===== config.mk =====
export PLATFORM = sky130hd
export DESIGN_NAME = deck_shuffler
export DESIGN_NICKNAME = d
export VERILOG_FILES = /design/src/rtl/deck_shuffler.sv
export SDC_FILE = /design/constraint.sdc
export NUM_CORES = 1
export LEC_CHECK = 0
export BUFFER_PORTS_ARGS = -buffer_cell sky130_fd_sc_hd__buf_2
export CORE_ASPECT_RATIO = 0.6
export CORE_MARGIN = 2
export CORE_UTILIZATION = 30
export DETAILED_ROUTE_END_ITERATION = 8
export SLEW_MARGIN = 20
export SYNTH_ARGS = -nofsm -noshare
export SYNTH_HDL_FRONTEND = slang
export SYNTH_SLANG_ARGS = --single-unit

===== constraint.sdc =====
create_clock -name clk -period 8.7 [get_ports clk]
set_clock_uncertainty 0.1 [all_clocks]
set_input_delay 1.305 -clock clk [delete_from_list [all_inputs] [get_ports clk]]
set_output_delay 1.305 -clock clk [all_outputs]
set_load 0.02 [all_outputs]

===== src/rtl/deck_shuffler.sv =====
// deck_shuffler
// Builds a 52-card deck in a small register store and deals it one card per
// request. After a shuffle request the deck is first loaded in order 0..51.
// With DECK_SHUFFLE_EN defined, a Fisher-Yates pass driven by a 16-bit Galois
// LFSR then permutes it. Without DECK_SHUFFLE_EN the deck goes straight from
// LOAD to READY and is dealt in order.
//
// Ports
//   clk           : single clock, all state changes on the rising edge
//   rst           : synchronous active-high reset, overrides every other input
//   shuffle_start : one-cycle request to rebuild the deck (accepted in IDLE/READY/EMPTY)
//   seed[15:0]    : LFSR seed sampled with shuffle_start (0 is replaced by 16'hACE1)
//   card_req      : one-cycle request for the next card (honoured in READY only)
//   busy          : high while loading or shuffling
//   ready         : high while cards are available
//   card_valid    : one-cycle pulse marking a freshly dealt card/rank/suit
//   card[5:0]     : dealt card index 0..51
//   rank[3:0]     : card%13+1
//   suit[1:0]     : card/13
//   cards_left    : 52 minus the number of cards dealt from the current deck
//   deck_empty    : high once all 52 cards are dealt
//
// Configuration macro: DECK_SHUFFLE_EN (enables the SHUFFLE state and swap datapath)

module deck_shuffler (
  input  logic        clk,
  input  logic        rst,
  input  logic        shuffle_start,
  input  logic [15:0] seed,
  input  logic        card_req,
  output logic        busy,
  output logic        ready,
  output logic        card_valid,
  output logic [5:0]  card,
  output logic [3:0]  rank,
  output logic [1:0]  suit,
  output logic [5:0]  cards_left,
  output logic        deck_empty
);

  localparam logic [2:0] IDLE    = 3'd0;
  localparam logic [2:0] LOAD    = 3'd1;
`ifdef DECK_SHUFFLE_EN
  localparam logic [2:0] SHUFFLE = 3'd2;
`endif
  localparam logic [2:0] READY   = 3'd3;
  localparam logic [2:0] EMPTY   = 3'd4;

  localparam logic [15:0] DEFAULT_SEED = 16'hACE1;
  localparam logic [5:0]  LAST_CARD    = 6'd51;

  logic [2:0]  state;
  logic [5:0]  ptr;
  logic [5:0]  idx;
  logic [15:0] lfsr;
  logic [5:0]  mem [0:51];

  logic        accept_start;
  logic        deal;
  logic [15:0] seed_eff;
  logic [5:0]  deal_card;
  logic [3:0]  deal_rank;
  logic [1:0]  deal_suit;
  logic [3:0]  deal_off;

`ifdef DECK_SHUFFLE_EN
  logic [1:0]  phase;
  logic [5:0]  jsel;
  logic [5:0]  tmp_i;
  logic [5:0]  tmp_j;
  logic [15:0] lfsr_next;
  logic [21:0] prod;
  logic [5:0]  idx_plus1;
`else
  logic        unused_lfsr;
`endif

  // Status outputs are pure decodes of the state and the deal pointer.
  assign busy       = (state == LOAD)
`ifdef DECK_SHUFFLE_EN
                      || (state == SHUFFLE)
`endif
                      ;
  assign ready      = (state == READY);
  assign deck_empty = (state == EMPTY);
  assign cards_left = 6'd52 - ptr;

  // A new deck may be requested whenever we are not already building one.
  // shuffle_start wins over card_req in READY, so a simultaneous pair deals nothing.
  assign accept_start = shuffle_start &&
                        ((state == IDLE) || (state == READY) || (state == EMPTY));
  assign deal         = card_req && !shuffle_start && (state == READY);
  assign seed_eff     = (seed == 16'd0) ? DEFAULT_SEED : seed;
  assign deal_card    = mem[ptr];

`ifdef DECK_SHUFFLE_EN
  // Galois LFSR stepping right; the mask is applied when a 1 falls out.
  assign lfsr_next = {1'b0, lfsr[15:1]} ^ (lfsr[0] ? 16'hB400 : 16'h0000);
  // Scaling the 16-bit LFSR by (i+1) and keeping the top 6 bits gives 0 <= j <= i.
  assign idx_plus1 = idx + 6'd1;
  assign prod      = {6'd0, lfsr} * {16'd0, idx_plus1};
`else
  assign unused_lfsr = ^lfsr;
`endif

  // Rank and suit come from a compare ladder instead of a divider, since
  // the card index never exceeds 51.
  always_comb begin
    deal_suit = 2'd0;
    deal_off  = deal_card[3:0];
    if (deal_card >= 6'd39) begin
      deal_suit = 2'd3;
      deal_off  = 4'(deal_card - 6'd39);
    end else if (deal_card >= 6'd26) begin
      deal_suit = 2'd2;
      deal_off  = 4'(deal_card - 6'd26);
    end else if (deal_card >= 6'd13) begin
      deal_suit = 2'd1;
      deal_off  = 4'(deal_card - 6'd13);
    end
    deal_rank = deal_off + 4'd1;
  end

  // Main control: state sequencing, LFSR, deal pointer and the registered card outputs.
  // LOAD reuses idx as its fill counter. It leaves idx at 51, which is exactly
  // the first Fisher-Yates position, so SHUFFLE counts the same register down.
  always_ff @(posedge clk) begin
    if (rst) begin
      state      <= IDLE;
      ptr        <= 6'd0;
      idx        <= 6'd0;
      lfsr       <= DEFAULT_SEED;
      card       <= 6'd0;
      rank       <= 4'd0;
      suit       <= 2'd0;
      card_valid <= 1'b0;
`ifdef DECK_SHUFFLE_EN
      phase      <= 2'd0;
      jsel       <= 6'd0;
      tmp_i      <= 6'd0;
      tmp_j      <= 6'd0;
`endif
    end else begin
      card_valid <= 1'b0;
      if (accept_start) begin
        state <= LOAD;
        lfsr  <= seed_eff;
        ptr   <= 6'd0;
        idx   <= 6'd0;
      end else begin
        case (state)
          LOAD: begin
            if (idx == LAST_CARD) begin
`ifdef DECK_SHUFFLE_EN
              state <= SHUFFLE;
              phase <= 2'd0;
`else
              state <= READY;
`endif
            end else begin
              idx <= idx + 6'd1;
            end
          end
`ifdef DECK_SHUFFLE_EN
          SHUFFLE: begin
            case (phase)
              2'd0: begin
                jsel  <= prod[21:16];
                phase <= 2'd1;
              end
              2'd1: begin
                tmp_i <= mem[idx];
                tmp_j <= mem[jsel];
                phase <= 2'd2;
              end
              default: begin
                lfsr  <= lfsr_next;
                phase <= 2'd0;
                if (idx == 6'd1) begin
                  state <= READY;
                end else begin
                  idx <= idx - 6'd1;
                end
              end
            endcase
          end
`endif
          READY: begin
            if (deal) begin
              card       <= deal_card;
              rank       <= deal_rank;
              suit       <= deal_suit;
              card_valid <= 1'b1;
              ptr        <= ptr + 6'd1;
              if (ptr == LAST_CARD) begin
                state <= EMPTY;
              end
            end
          end
          default: ;
        endcase
      end
    end
  end

  // Deck store. It is not reset; every deck starts from a full LOAD pass.
  // During the swap phase both writes land on the same edge, and j == i
  // writes the same value twice.
  always_ff @(posedge clk) begin
    if (!rst) begin
      if (state == LOAD) begin
        mem[idx] <= idx;
      end
`ifdef DECK_SHUFFLE_EN
      else if ((state == SHUFFLE) && (phase == 2'd2)) begin
        mem[idx]  <= tmp_j;
        mem[jsel] <= tmp_i;
      end
`endif
    end
  end

endmodule


==> results.cfg, run 1 <==
[global_route]
grt_pass1_vias = 7089
overflow = 0
grt_antenna_before_repair = 0
grt_use_total_pct = 13.0
grt_pass1_wl_um = 47300
grt_max_degree = 64

[logic_synthesis]
ys_seq_elements = 346
postSynthCellCount = 805
synth_cell_types = 60
avgSynthCellArea_sq_um = 17.5
yosys_warnings = 0
yosysSeqAreaShare_pct = 71.1
synth_fp_nets = 836
async_flop_share_pct = 0
syn_area_sq_um = 14100
synth_ff_type = edfxtp_1
synth_enable_flop_cells = 312

[status]
status = finished, final reports clean

[drt]
drt-initial-drc-count = 775
vias = 7382
wl_um = 32000
routed_via_density = 4.98
dr.pass1.iters = 6
drc_errors = 0
wl_per_cell_um = 21.6
antenna_left = 0

[setup_path]
cp-end-kind = register
criticalPathCategory = reg -> reg
crit_buf_inv = 1
path_cells = buf_4 -> mux4_2 -> mux2i_1 -> o211ai_1 -> o211a_1 -> a31oi_1 -> o21ai_1 -> or3_1 -> a41oi_1 -> a311oi_1 -> o41ai_2
cp_slowest_cell = dfxtp_4
critical_path.max_stage_delay_ns = 0.82
critPathLaunchType = register
cp.required_ns = 9.08
crit_family = compound AO/OA/AOI/OAI gates
arrival_ns = 5.83
critPathMaxFanout = 39

[timing]
final.period_utilization_pct = 62.6
worst_slew_pin_slew_ns = 0.933
setup_tns_ns = 0
rsz0062_at_grt = false
setup_viol = 0
finalHoldViolCount = 0
post-route-min-period_ns = 5.45
slew_headroom_pct = 37.5
fin_hold_ws_ns = 0.360
fmax_mhz = 184
maxSlewViolCount = 0

[placed_design]
place.gp.congestion = 0.797
portBuffers = 25
hpwl_um = 20500
dp.cells = 1429

[layout]
drive_above_1_share_pct = 20.9
final_common_cell = edfxtp_1
n_antenna_cell = 0
final_cell_mix = edfxtp_1 (312), nor2_1 (90), mux4_2 (70)
instances_no_fill = 1483
nets = 861
syn_to_final_growth_pct = 12.9

[floorplanning]
io_pins = 42
core_area_sq_um = 46400
num_rows = 61
start_util_pct = 30.4
die_x_um = 284
die_area_sq_um = 48900
die_h_um = 172

[clock_tree]
htree_levels = 1
postCtsHoldBufs = 0
post_cts_buffers = 0
cts_sinks = 346
clk_latency_ns = 0.57
cts_buffers = 29
clockRootBuffer = clkbuf_16
cts_tree = yes
post_cts_resized = 0
clock_tree.buffer_depth = 3
path_clk_slew_ns = 0.07

[pwr]
power_density_nw_per_um2 = 210
ir_drop_v = 0.000161
cellLeakagePower_nw = 4.92

[min_path]
hold_path_class = reg -> reg

[job]
drv_cap = 0
## cells by family (layout without fill, tap and decap cells)
group	Yosys count	in the layout	share of synthesized area (%)
AO/OA/AOI/OAI	74	74	3.82
multiplexers	96	96	13.8
AND/OR/NAND/NOR	204	204	6.93
flip-flops	346	346	71.1
buffers and inverters	58	106	2.30
XOR/XNOR	16	16	0.992
adder cells (fa/ha/maj)	11	11	0.974
## synth_stat cells, types with 6 or more instances
| cell type | number | area share [%] |
|---|---|---|
| buf_2 | 9 | 0.32 |
| a21oi_1 | 18 | 0.64 |
| a211oi_1 | 6 | 0.32 |
| mux4_1 | 7 | 1.3 |
| nand3b_1 | 12 | 0.64 |
| clkbuf_1 | 18 | 0.48 |
| edfxtp_1 | 312 | 66 |
| nand4_1 | 6 | 0.27 |
| mux2i_1 | 15 | 1.1 |
| xnor2_1 | 7 | 0.43 |
| dfxtp_1 | 34 | 4.8 |
| nor3_1 | 10 | 0.35 |
| nand2_1 | 38 | 1.0 |
| inv_1 | 15 | 0.40 |
| nand3_1 | 10 | 0.35 |
| nor2_1 | 90 | 2.4 |
| ha_1 | 11 | 0.97 |
| xor2_1 | 9 | 0.56 |
| nor2b_1 | 12 | 0.53 |
| a22oi_1 | 10 | 0.53 |
| buf_6 | 6 | 0.48 |
| mux4_2 | 70 | 11 |
## through the flow
step           cell area, sq um  worst slack (ns)  total power, mW  util [%]
3_5_place_dp              14900              3.19             1.91      32.1
6_report                  15900              3.25             3.34      34.4
5_1_grt                   15900              2.69             3.43      34.4
3_3_place_gp              14900              3.26             1.91      32.1
4_1_cts                   15900              3.18             3.36      34.4
2_1_floorplan             14100              4.62             1.89         -
## worst reg2reg max path: cells and delay by family (launching register included)
| family | cells | cell delay (ns) |
|---|---|---|
| compound gates | 7 | 2.28 |
| mux | 2 | 0.92 |
| flops | 1 | 0.82 |
| buf+inv | 1 | 0.74 |
| simple gates | 1 | 0.49 |
## flip-flops by register name, indices dropped and copies added (netlist names), named ones only
register	flops
idx	6
card_valid	1
card	6
ptr	6
rank	4
state	3
mem	312
suit	2
## layer usage
metal	part of all wire [%]	GRT usage [%]	vias to the layer above	wire length (um)
met3	9.8	4.21	33	3130
met2	39	16.4	284	12300
li1	-	-	3228	-
met1	50	21.2	3837	16200
met5	0	0	-	0
met4	1.2	1.97	0	380
## path summary, 6_finish.rpt
path	to	slack [ns]	cells past startpoint	start
setup / recovery	rank[3]$_SDFFE_PP0P_	3.25	11	register
hold / removal	card[0]$_SDFFE_PP0P_	0.36	2	card[0]$_SDFFE_PP0P_
setup reg to reg	rank[3]$_SDFFE_PP0P_	3.25	11	register
hold reg to reg	card[0]$_SDFFE_PP0P_	0.36	2	card[0]$_SDFFE_PP0P_
## cell type report
| type | count | area, sq um |
|---|---|---|
| Timing Repair Buffer | 37 | 215 |
| Fill cell | 4429 | 30500 |
| Inverter | 15 | 56.3 |
| Sequential cell | 346 | 10100 |
| Tap cell | 630 | 788 |
| Clock inverter | 22 | 325 |
| Multi-Input combinational cell | 401 | 3760 |
| Clock buffer | 32 | 737 |
## power by group
part	total [mW]	leakage [nW]	switching [mW]	internal, mW
clock	1.47	0.513	0.613	0.853
sequential	1.80	3.17	0.00140	1.80
combinational	0.0787	1.24	0.0562	0.0225
total	3.34	4.92	0.670	2.67
Power figures use the tool's default switching activity.
==> inputs of run 2 (changes only) <==
==> constraint.sdc (replaced) <==
create_clock -name clk -period 5.14 [get_ports clk]
set_clock_uncertainty 0.1 [all_clocks]
set_input_delay 0.771 -clock clk [delete_from_list [all_inputs] [get_ports clk]]
set_output_delay 0.771 -clock clk [all_outputs]
set_load 0.02 [all_outputs]
==> run 2 against run 1 <==
Power increased by 69%. Maximum frequency increased by 18%. First-iteration DRC count increased by 18%. Die area unchanged. Combinational power increased by 60%. Wire length increased by 2.9%. Worst hold slack got worse by 0.0060 ns. Cell area increased by 0.72%. Clock power increased by 69%. Sequential power increased by 70%. Critical path depth increased by 4. Largest cell class unchanged. Largest power group unchanged.
==> results.cfg, run 2 (synthesis results as in run 1) <==
[clock_tree]
cts_buffers = 30
clock_tree.buffer_depth = 3
cts_tree = yes
clk_latency_ns = 0.57
clockRootBuffer = clkbuf_16
htree_levels = 1
path_clk_slew_ns = 0.07
post_cts_resized = 0
post_cts_buffers = 0
cts_sinks = 346
postCtsHoldBufs = 0

[drt]
drc_errors = 0
wl_met2_um = 12600
route.met3.wl_um = 3120
dr.pass1.iters = 6
antenna_left = 0
routed_via_density = 5.02
top_layer = met4
vias = 7504
wl_um = 32900
wl_met1_um = 16800
drt-initial-drc-count = 918
wl_per_cell_um = 22.0

[pwr]
p_int_mw = 4.53
power_density_nw_per_um2 = 353
p_sw_share_pct = 20.0
cellLeakagePower_nw = 5.00
combinationalPowerShare_pct = 2.2
pwr-share-clk_pct = 43.8
ir_drop_v = 0.000271
pwr-share-seq_pct = 53.9
p_sw_mw = 1.13

[layout]
final_cell_mix = edfxtp_1 (312), nor2_1 (90), mux4_2 (70)
top_register = mem
syn_to_final_growth_pct = 13.7
final_common_cell = edfxtp_1
n_antenna_cell = 0
drive_above_1_share_pct = 22.0
n_fill_cell = 4432
largest_register_ffs = 312
nets = 872

[setup_path]
cp_slowest_cell = dfxtp_4
cp-end-kind = register
criticalPathCategory = reg -> reg
r2r_end = rank[2]$_SDFFE_PP0P_
crit_family = compound AO/OA/AOI/OAI gates
regToRegSetupSlack_ns = 0.53
critical_path.max_stage_delay_ns = 0.73
reg2reg_depth = 15
cp.required_ns = 5.54
critPathLaunchType = register
crit_buf_inv = 3
critPathMaxFanout = 30
arrival_ns = 5.00
path_cells = buf_4 -> mux4_2 -> a22oi_1 -> nand2_1 -> mux4_2 -> inv_1 -> ha_1 -> inv_1 -> o311a_1 -> o21ai_1 -> o21ai_1 -> xnor2_1 -> ha_1 -> xnor2_1 -> a211oi_2

[timing]
finalHoldViolCount = 0
setup_viol = 0
setup_tns_ns = 0
post-route-min-period_ns = 4.61
rsz0062_at_grt = false
final.period_utilization_pct = 89.7
fmax_mhz = 217
worst_slew_pin_slew_ns = 0.960
slew_headroom_pct = 36.0
fin_hold_ws_ns = 0.354
maxSlewViolCount = 0

[floorplanning]
die_x_um = 284
die_h_um = 172
start_util_pct = 30.4
die_area_sq_um = 48900
num_rows = 61
core_area_sq_um = 46400
io_pins = 42

[min_path]
holdPathEnd = card[2]$_SDFFE_PP0P_
hold_start = card[2]$_SDFFE_PP0P_
whs_path_depth = 2
hold_path_class = reg -> reg

[status]
status = finished, final reports clean

[global_route]
grt_antenna_before_repair = 1
overflow = 0
grt_pass1_vias = 7055
grt_pass1_wl_um = 48000
grt_use_total_pct = 13.2
grt_max_degree = 59

[placed_design]
hpwl_um = 21500
place.gp.congestion = 0.820
portBuffers = 25

[job]
drv_cap = 0
## run 2: worst max path at each step
stage                     startpoint                    to  slack, ns  cells after the start
after detailed placement    register  rank[2]$_SDFFE_PP0P_       0.55                     13
after floorplan             register  rank[2]$_SDFFE_PP0P_       1.06                     18
final                       register  rank[2]$_SDFFE_PP0P_       0.53                     15
after global placement      register  rank[2]$_SDFFE_PP0P_       0.54                     13
after CTS                   register  rank[2]$_SDFFE_PP0P_       0.51                     13
after global routing        register  rank[2]$_SDFFE_PP0P_       0.23                     15
## run 2: through the flow
step,area (sq um),setup slack [ns],instances,total power [mW],utilization [%]
2_1_floorplan,14100,1.06,805,3.20,-
3_3_place_gp,15000,0.539,1439,3.24,32.3
3_5_place_dp,15000,0.546,1439,3.24,32.3
4_1_cts,16100,0.514,1495,5.70,34.6
5_1_grt,16100,0.233,1495,5.81,34.6
6_report,16100,0.532,1495,5.67,34.6
## run 2: per-layer routing
metal	global-route usage [%]	up-vias
li1	-	3261
met1	22.2	3900
met2	16.6	298
met3	3.35	45
met4	2.06	0
met5	0	-
## run 2: power by group through the flow
| stage | registers (mW) | clock network [mW] | logic, mW |
|---|---|---|---|
| finish | 3.06 | 2.49 | 0.126 |
| global route | 3.06 | 2.62 | 0.136 |
| CTS | 3.06 | 2.52 | 0.124 |
| detailed placement | 3.12 | 0 | 0.123 |
| global placement | 3.12 | 0 | 0.121 |
| floorplan | 3.12 | 0 | 0.0805 |
## run 2: worst min-delay path: cells and delay by family, from the launching register on
family	cells	cell delay, ns
flip-flops	1	0.31
AND/OR/NAND/NOR	1	0.05
AO/OA/AOI/OAI	1	0.05
## run 2: cell type report
type	count	area (sq um)	area share [%]
Inverter	15	56.3	0.351
Sequential cell	346	10100	62.7
Clock buffer	40	880	5.48
Timing Repair Buffer	47	303	1.89
Multi-Input combinational cell	401	3760	23.4
Clock inverter	16	208	1.29
Tap cell	630	788	4.91
